`src/rtl/unidade_controle_multiciclo.sv`:
```
// Multi-cycle control unit for the RISC-V subset lh, sh, sub, or, andi, srl, beq.
// Sequences PC, IR, register file, ULA and the shared memory port; traps on bad opcodes and memory stalls.
module unidade_controle_multiciclo #(
    parameter int LARGURA_CONTADOR = 32,
    parameter int MAX_ESPERA       = 15
) (
    input  logic                        clk,
    input  logic                        reset,
    input  logic [6:0]                  opcode,
    input  logic [2:0]                  funct3,
    input  logic [6:0]                  funct7,
    input  logic                        zero_ula,
    input  logic                        memoria_pronta,
    output logic                        escrever_pc,
    output logic                        selecao_pc,
    output logic                        escrever_ir,
    output logic                        selecao_endereco,
    output logic                        ler_memoria,
    output logic                        escrever_memoria,
    output logic [1:0]                  tamanho_memoria,
    output logic                        escrever_registrador,
    output logic                        selecao_escrita,
    output logic [1:0]                  selecao_ula_a,
    output logic [1:0]                  selecao_ula_b,
    output logic [3:0]                  operacao_ula,
    output logic [3:0]                  estado_atual,
    output logic                        instrucao_invalida,
    output logic                        erro_memoria,
    output logic [LARGURA_CONTADOR-1:0] contador_instrucoes
);
    // The wait counter only has to reach MAX_ESPERA-1; the next stalled cycle traps.
    localparam int LARGURA_ESPERA = (MAX_ESPERA > 1) ? $clog2(MAX_ESPERA) : 1;

    localparam logic [3:0] ULA_AND = 4'b0000;
    localparam logic [3:0] ULA_OR  = 4'b0001;
    localparam logic [3:0] ULA_ADD = 4'b0010;
    localparam logic [3:0] ULA_SUB = 4'b0110;
    localparam logic [3:0] ULA_SRL = 4'b1001;

    typedef enum logic [3:0] {
        BUSCA          = 4'd0,
        DECODIFICA     = 4'd1,
        EXECUTA_R      = 4'd2,
        EXECUTA_I      = 4'd3,
        CALC_ENDERECO  = 4'd4,
        ACESSO_LEITURA = 4'd5,
        ESCRITA_CARGA  = 4'd6,
        ACESSO_ESCRITA = 4'd7,
        ESCRITA_REG    = 4'd8,
        DESVIO         = 4'd9,
        ERRO           = 4'd15
    } estado_t;

    estado_t                     estado_reg, estado_next;
    logic [LARGURA_ESPERA-1:0]   espera_reg, espera_next;
    logic [LARGURA_CONTADOR-1:0] contador_reg, contador_next;
    logic                        invalida_reg, invalida_next;
    logic                        erro_mem_reg, erro_mem_next;
    logic [3:0]                  op_r_reg, op_r_next;
    logic                        eh_sh_reg, eh_sh_next;

    estado_t    destino_decod;
    logic [3:0] op_r_decod;
    logic       eh_sh_decod;
    logic       em_espera;
    logic       estouro;

    logic       escrever_pc_fsm, selecao_pc_fsm, escrever_ir_fsm, selecao_endereco_fsm;
    logic       ler_memoria_fsm, escrever_memoria_fsm, escrever_registrador_fsm, selecao_escrita_fsm;
    logic [1:0] tamanho_fsm, selecao_ula_a_fsm, selecao_ula_b_fsm;
    logic [3:0] operacao_fsm;

    always_comb begin
        destino_decod = ERRO;
        op_r_decod    = ULA_ADD;
        eh_sh_decod   = 1'b0;
        case (opcode)
            7'b0110011: begin
                case ({funct7, funct3})
                    10'b0100000_000: begin destino_decod = EXECUTA_R; op_r_decod = ULA_SUB; end
                    10'b0000000_110: begin destino_decod = EXECUTA_R; op_r_decod = ULA_OR;  end
                    10'b0000000_101: begin destino_decod = EXECUTA_R; op_r_decod = ULA_SRL; end
                    default:         destino_decod = ERRO;
                endcase
            end
            7'b0010011: if (funct3 == 3'b111) destino_decod = EXECUTA_I;
            7'b0000011: if (funct3 == 3'b001) destino_decod = CALC_ENDERECO;
            7'b0100011: begin
                if (funct3 == 3'b001) begin
                    destino_decod = CALC_ENDERECO;
                    eh_sh_decod   = 1'b1;
                end
            end
            7'b1100011: if (funct3 == 3'b000) destino_decod = DESVIO;
            default:    destino_decod = ERRO;
        endcase
    end

    assign em_espera = !memoria_pronta &&
                       (estado_reg == BUSCA || estado_reg == ACESSO_LEITURA || estado_reg == ACESSO_ESCRITA);
    assign estouro   = em_espera && (espera_reg == LARGURA_ESPERA'(MAX_ESPERA - 1));

    always_comb begin
        estado_next              = estado_reg;
        contador_next            = contador_reg;
        invalida_next            = invalida_reg;
        erro_mem_next            = erro_mem_reg;
        op_r_next                = op_r_reg;
        eh_sh_next               = eh_sh_reg;
        espera_next              = '0;
        escrever_pc_fsm          = 1'b0;
        selecao_pc_fsm           = 1'b0;
        escrever_ir_fsm          = 1'b0;
        selecao_endereco_fsm     = 1'b0;
        ler_memoria_fsm          = 1'b0;
        escrever_memoria_fsm     = 1'b0;
        escrever_registrador_fsm = 1'b0;
        selecao_escrita_fsm      = 1'b0;
        tamanho_fsm              = 2'b10;
        selecao_ula_a_fsm        = 2'b00;
        selecao_ula_b_fsm        = 2'b00;
        operacao_fsm             = ULA_ADD;

        case (estado_reg)
            BUSCA: begin
                ler_memoria_fsm   = 1'b1;
                selecao_ula_b_fsm = 2'b01;
                if (memoria_pronta) begin
                    escrever_ir_fsm = 1'b1;
                    escrever_pc_fsm = 1'b1;
                    estado_next     = DECODIFICA;
                end
            end
            DECODIFICA: begin
                // PC_antigo + imm lands in the ULA output register for a possible beq.
                selecao_ula_a_fsm = 2'b01;
                selecao_ula_b_fsm = 2'b10;
                estado_next       = destino_decod;
                op_r_next         = op_r_decod;
                eh_sh_next        = eh_sh_decod;
                if (destino_decod == ERRO) invalida_next = 1'b1;
            end
            EXECUTA_R: begin
                selecao_ula_a_fsm = 2'b10;
                operacao_fsm      = op_r_reg;
                estado_next       = ESCRITA_REG;
            end
            EXECUTA_I: begin
                selecao_ula_a_fsm = 2'b10;
                selecao_ula_b_fsm = 2'b10;
                operacao_fsm      = ULA_AND;
                estado_next       = ESCRITA_REG;
            end
            CALC_ENDERECO: begin
                selecao_ula_a_fsm = 2'b10;
                selecao_ula_b_fsm = 2'b10;
                estado_next       = eh_sh_reg ? ACESSO_ESCRITA : ACESSO_LEITURA;
            end
            ACESSO_LEITURA: begin
                selecao_endereco_fsm = 1'b1;
                ler_memoria_fsm      = 1'b1;
                tamanho_fsm          = 2'b01;
                if (memoria_pronta) estado_next = ESCRITA_CARGA;
            end
            ESCRITA_CARGA: begin
                escrever_registrador_fsm = 1'b1;
                selecao_escrita_fsm      = 1'b1;
                estado_next              = BUSCA;
                contador_next            = contador_reg + LARGURA_CONTADOR'(1);
            end
            ACESSO_ESCRITA: begin
                selecao_endereco_fsm = 1'b1;
                escrever_memoria_fsm = 1'b1;
                tamanho_fsm          = 2'b01;
                if (memoria_pronta) begin
                    estado_next   = BUSCA;
                    contador_next = contador_reg + LARGURA_CONTADOR'(1);
                end
            end
            ESCRITA_REG: begin
                escrever_registrador_fsm = 1'b1;
                estado_next              = BUSCA;
                contador_next            = contador_reg + LARGURA_CONTADOR'(1);
            end
            DESVIO: begin
                selecao_ula_a_fsm = 2'b10;
                operacao_fsm      = ULA_SUB;
                selecao_pc_fsm    = 1'b1;
                escrever_pc_fsm   = zero_ula;
                estado_next       = BUSCA;
                contador_next     = contador_reg + LARGURA_CONTADOR'(1);
            end
            ERRO: estado_next = ERRO;
            default: estado_next = ERRO;
        endcase

        if (em_espera) espera_next = espera_reg + LARGURA_ESPERA'(1);
        // A ready in the same cycle is handled above, so reaching here means a genuine stall.
        if (estouro) begin
            estado_next   = ERRO;
            erro_mem_next = 1'b1;
            espera_next   = '0;
        end
    end

    always_ff @(posedge clk or negedge reset) begin
        if (!reset) begin
            estado_reg   <= BUSCA;
            espera_reg   <= '0;
            contador_reg <= '0;
            invalida_reg <= 1'b0;
            erro_mem_reg <= 1'b0;
            op_r_reg     <= ULA_ADD;
            eh_sh_reg    <= 1'b0;
        end else begin
            estado_reg   <= estado_next;
            espera_reg   <= espera_next;
            contador_reg <= contador_next;
            invalida_reg <= invalida_next;
            erro_mem_reg <= erro_mem_next;
            op_r_reg     <= op_r_next;
            eh_sh_reg    <= eh_sh_next;
        end
    end

    // Reset gates strobes and selects combinationally so an access is dropped without a clock.
    assign escrever_pc          = reset & escrever_pc_fsm;
    assign selecao_pc           = reset & selecao_pc_fsm;
    assign escrever_ir          = reset & escrever_ir_fsm;
    assign selecao_endereco     = reset & selecao_endereco_fsm;
    assign ler_memoria          = reset & ler_memoria_fsm;
    assign escrever_memoria     = reset & escrever_memoria_fsm;
    assign escrever_registrador = reset & escrever_registrador_fsm;
    assign selecao_escrita      = reset & selecao_escrita_fsm;
    assign selecao_ula_a        = reset ? selecao_ula_a_fsm : 2'b00;
    assign selecao_ula_b        = reset ? selecao_ula_b_fsm : 2'b00;
    assign tamanho_memoria      = tamanho_fsm;
    assign operacao_ula         = operacao_fsm;
    assign estado_atual         = estado_reg;
    assign instrucao_invalida   = invalida_reg;
    assign erro_memoria         = erro_mem_reg;
    assign contador_instrucoes  = contador_reg;
endmodule

```
`config.mk`:
```
export PLATFORM = sky130hd
export DESIGN_NAME = unidade_controle_multiciclo
export DESIGN_NICKNAME = d
export VERILOG_FILES = /design/src/rtl/unidade_controle_multiciclo.sv
export SDC_FILE = /design/constraint.sdc
export NUM_CORES = 1
export LEC_CHECK = 0
export ABC_AREA = 1
export BUFFER_PORTS_ARGS = -buffer_cell sky130_fd_sc_hd__buf_2
export CORE_MARGIN = 8
export CORE_UTILIZATION = 40
export DETAILED_ROUTE_END_ITERATION = 10
export MAX_ROUTING_LAYER = met4
export PLACE_DENSITY_LB_ADDON = 0.15
export SETUP_SLACK_MARGIN = 0.15
export SLEW_MARGIN = 20
export SYNTH_ARGS = -nofsm -noshare
export SYNTH_HDL_FRONTEND = slang
export SYNTH_SLANG_ARGS = --single-unit
```
`constraint.sdc`:
```
create_clock -name clk -period 1.5 [get_ports clk]
set_input_delay 0 -clock clk [delete_from_list [all_inputs] [get_ports clk]]
set_output_delay 0 -clock clk [all_outputs]
set_load 0.05 [all_outputs]
```
==> results.cfg <==
[setup_path]
r2r_cells = 7
path_buf_inv = 3
crit_fanout = 5
reg2reg_from = estado_atual[3]
max_stage_delay_ns = 0.48
cp.arrival_ns = 1.63
reg2reg_slack_ns = -0.11
endpoint = escrever_pc
path_class = reg2out
startpoint = estado_atual[3]
critPathSlowestCell = dfrtp_2
path_delay_family = flip-flops
cp-start-kind = flop
cp.depth = 7
crit_top_cell = nor2_4
timing.rr.end = contador_instrucoes[30]
critPathCaptureType = output pin
crit_path_cell_trace = nor2_4 > buf_4 > nand2_4 > nor2_4 > inv_4 > o21ai_4 > buf_6
worstPathRequired_ns = 1.50

[logic_synthesis]
syn_nets = 491
yosys_warnings = 0
synth_top_area_share_pct = 36.81
syn_area_per_cell_um2 = 6.695
async_reset_ff_share_pct = 100.0
ys_top_cells_by_area = dfrtp_1 37%, nand2_1 17%, nor2_1 9.8%
ys_ff_latch = 47
postSynthCellCount = 467
synth_edf_count = 0
yosys.area.top_type = dfrtp_1
syn_area_um2 = 3127
synth_cell_types = 30
ys.flop_type = dfrtp_1
yosys.cell_count.top_type = nand2_1
seq_area_frac_synth_pct = 37.66
ys_top_cells_by_count = 144 x nand2_1, 82 x nor2_1, 60 x inv_1

[clock_tree]
numCtsBuffers = 5
clk_latency_ns = 0.31
cts_num_sinks = 47
tritoncts = yes
clk_pin_slew_ns = 0.09
cts_htree_levels = 2
cts_buffer_depth = 2
root_buffer = clkbuf_8

[floorplan]
io_pins = 77
start_util_pct = 40.89
rows = 32
die_x_um = 104.4
die_h_um = 104.4
core_um2 = 7647
die_area_um2 = 10900

[finish]
final_nets = 645
num-fill-cells = 651
largest_reg_flops = 32
fin_area_um2 = 4981
multi_input_area_um2 = 2036
area_growth_pct = 59.30
register_area_um2 = 1219
antenna_cells = 0
drive_above_1_share_pct = 44.21
final_cell_count_no_fill = 724

[power]
combPwrFrac_pct = 62.5
switchingPower_mw = 3.378
power_frac_clock_pct = 13.5
cellLeakagePower_nw = 2.397
intPower_mw = 3.999
p_per_area_nw_per_um2 = 1481
swShare_pct = 45.79
pwr-share-seq_pct = 24.0
irDropWorstVdd_mv = 1.380

[drt]
avgViaCountPerCell = 4.873
vias = 3528
drt-pass1-iter-count = 5
drt_wl_total_mm = 10.33
drtIter0Drc = 144
wire_per_inst_um = 14.27
drc = 0
antenna_left = 0

[grt]
grt_max_degree = 33
grt_overflow = 0
gr-usage-all-layers_pct = 18.92
grt_pass1_wl_mm = 16.65
antenna_found_initial = 0
grt_pass1_vias = 3523

[status]
failed_checks = setup timing
status = finished with violations

[hold_path]
worstHoldPathType = in2reg

[sta]
slew_viol_final = 0
period_share_pct = 108.7
fmax_mhz = 613.3
fin_worst_hold_slack_ns = 0.02634
period_needed_ns = 1.631
final.setup.tns_ns = -2.072
setup_viol = 37
worst_slack_ns = -0.1305
rsz0062_at_grt = true
finClkSkew_ns = 0.01214
hold_violations = 0
worstMarginPinSlew_ns = 0.5738
slew_headroom_pct = 61.35

[placed_design]
io_buffers = 76
dp_hpwl_mm = 7.701
dp_cells = 697
gp_congestion = 0.9453
pre_cts_slack_ns = -0.01083
placed_cell_area_um2 = 4260

[run]
cap_violations = 0
routing by layer:
| metal | GRT usage, % | vias to the layer above | part of all wire, % |
|---|---|---|---|
| met4 | 4.964 | 0 | 1.6 |
| met3 | 3.779 | 14 | 5.0 |
| met5 | - | - | 0 |
| met2 | 34.29 | 91 | 53 |
| li1 | - | 1769 | - |
| met1 | 20.48 | 1654 | 41 |
kinds of logic after synthesis:
kind of cell    Yosys count  share of synthesized area [%]
fa+ha+maj                 3                          1.201
flops                    47                          37.66
buf+inv                  70                          9.764
xor+xnor                 18                          5.042
compound gates           39                          6.443
simple gates            290                          39.90
power by group through the flow:
stage	logic (mW)	registers [mW]	clock network (mW)
after floorplan	1.82	2.32	0
after global placement	3.40	1.77	0
after detailed placement	3.42	1.78	0
after CTS	4.20	1.77	1.01
after global routing	4.91	1.81	1.07
final	4.61	1.77	0.995
through the flow:
step	util [%]	total power, mW
6_report	65.13	7.378
5_1_grt	65.13	7.792
4_1_cts	62.42	6.974
3_5_place_dp	55.71	5.209
3_3_place_gp	55.71	5.165
2_1_floorplan	-	4.134
worst min path at each step:
stage	from	to	cells after the start
global route	funct7[6]	op_r_reg[2]	4
CTS	funct7[6]	op_r_reg[2]	4
detailed placement	reset	contador_instrucoes[3]	2
finish	funct7[6]	op_r_reg[2]	4
global placement	reset	contador_instrucoes[3]	2
floorplan	reset	contador_instrucoes[0]	0
worst min-delay path: stages:
cell and delay [ns]:
buf_2 0.09, nor2_1 0.05, nand4_1 0.09, o21ai_1 0.06
area by class of cell:
class	instances	share of cell area [%]
timing repair buffer	152	24.57
clock buffer	6	1.658
sequential	47	24.47
inverter	64	5.175
tap	102	2.562
clock inverter	2	0.7033
multi-input combinational	351	40.87
cell usage in the layout, fill, tap and decap left out, types with 2 or more instances in the layout:
| cell | n |
|---|---|
| a21oi_1 | 6 |
| a21oi_2 | 2 |
| a21oi_4 | 3 |
| buf_12 | 2 |
| buf_2 | 58 |
| buf_4 | 58 |
| buf_6 | 20 |
| buf_8 | 11 |
| clkbuf_8 | 6 |
| dfrtp_1 | 15 |
| dfrtp_2 | 30 |
| ha_1 | 2 |
| inv_1 | 51 |
| inv_2 | 7 |
| inv_4 | 4 |
| nand2_1 | 127 |
| nand2_2 | 11 |
| nand2_4 | 9 |
| nand2_8 | 2 |
| nand3_1 | 25 |
| nand3_2 | 5 |
| nand3b_1 | 5 |
| nand4_1 | 5 |
| nand4_2 | 2 |
| nor2_1 | 62 |
| nor2_2 | 6 |
| nor2_4 | 15 |
| nor3_1 | 7 |
| nor3_2 | 3 |
| nor3_4 | 2 |
| nor3b_2 | 2 |
| o21ai_0 | 11 |
| o21ai_1 | 9 |
| o21ai_2 | 3 |
| o22ai_2 | 3 |
| xnor2_1 | 9 |
| xor2_1 | 9 |
timing repair:
action / CTS / global route
hold buffers: 1 / 0
buffers inserted: 8 / 6
endpoints found under the hold margin: 15 / 0
endpoints found under the setup margin: 62 / 65
resized for setup: 88 / 38
gates cloned: 2 / 2
pin swaps: 14 / 13
Power figures use the tool's default switching activity.
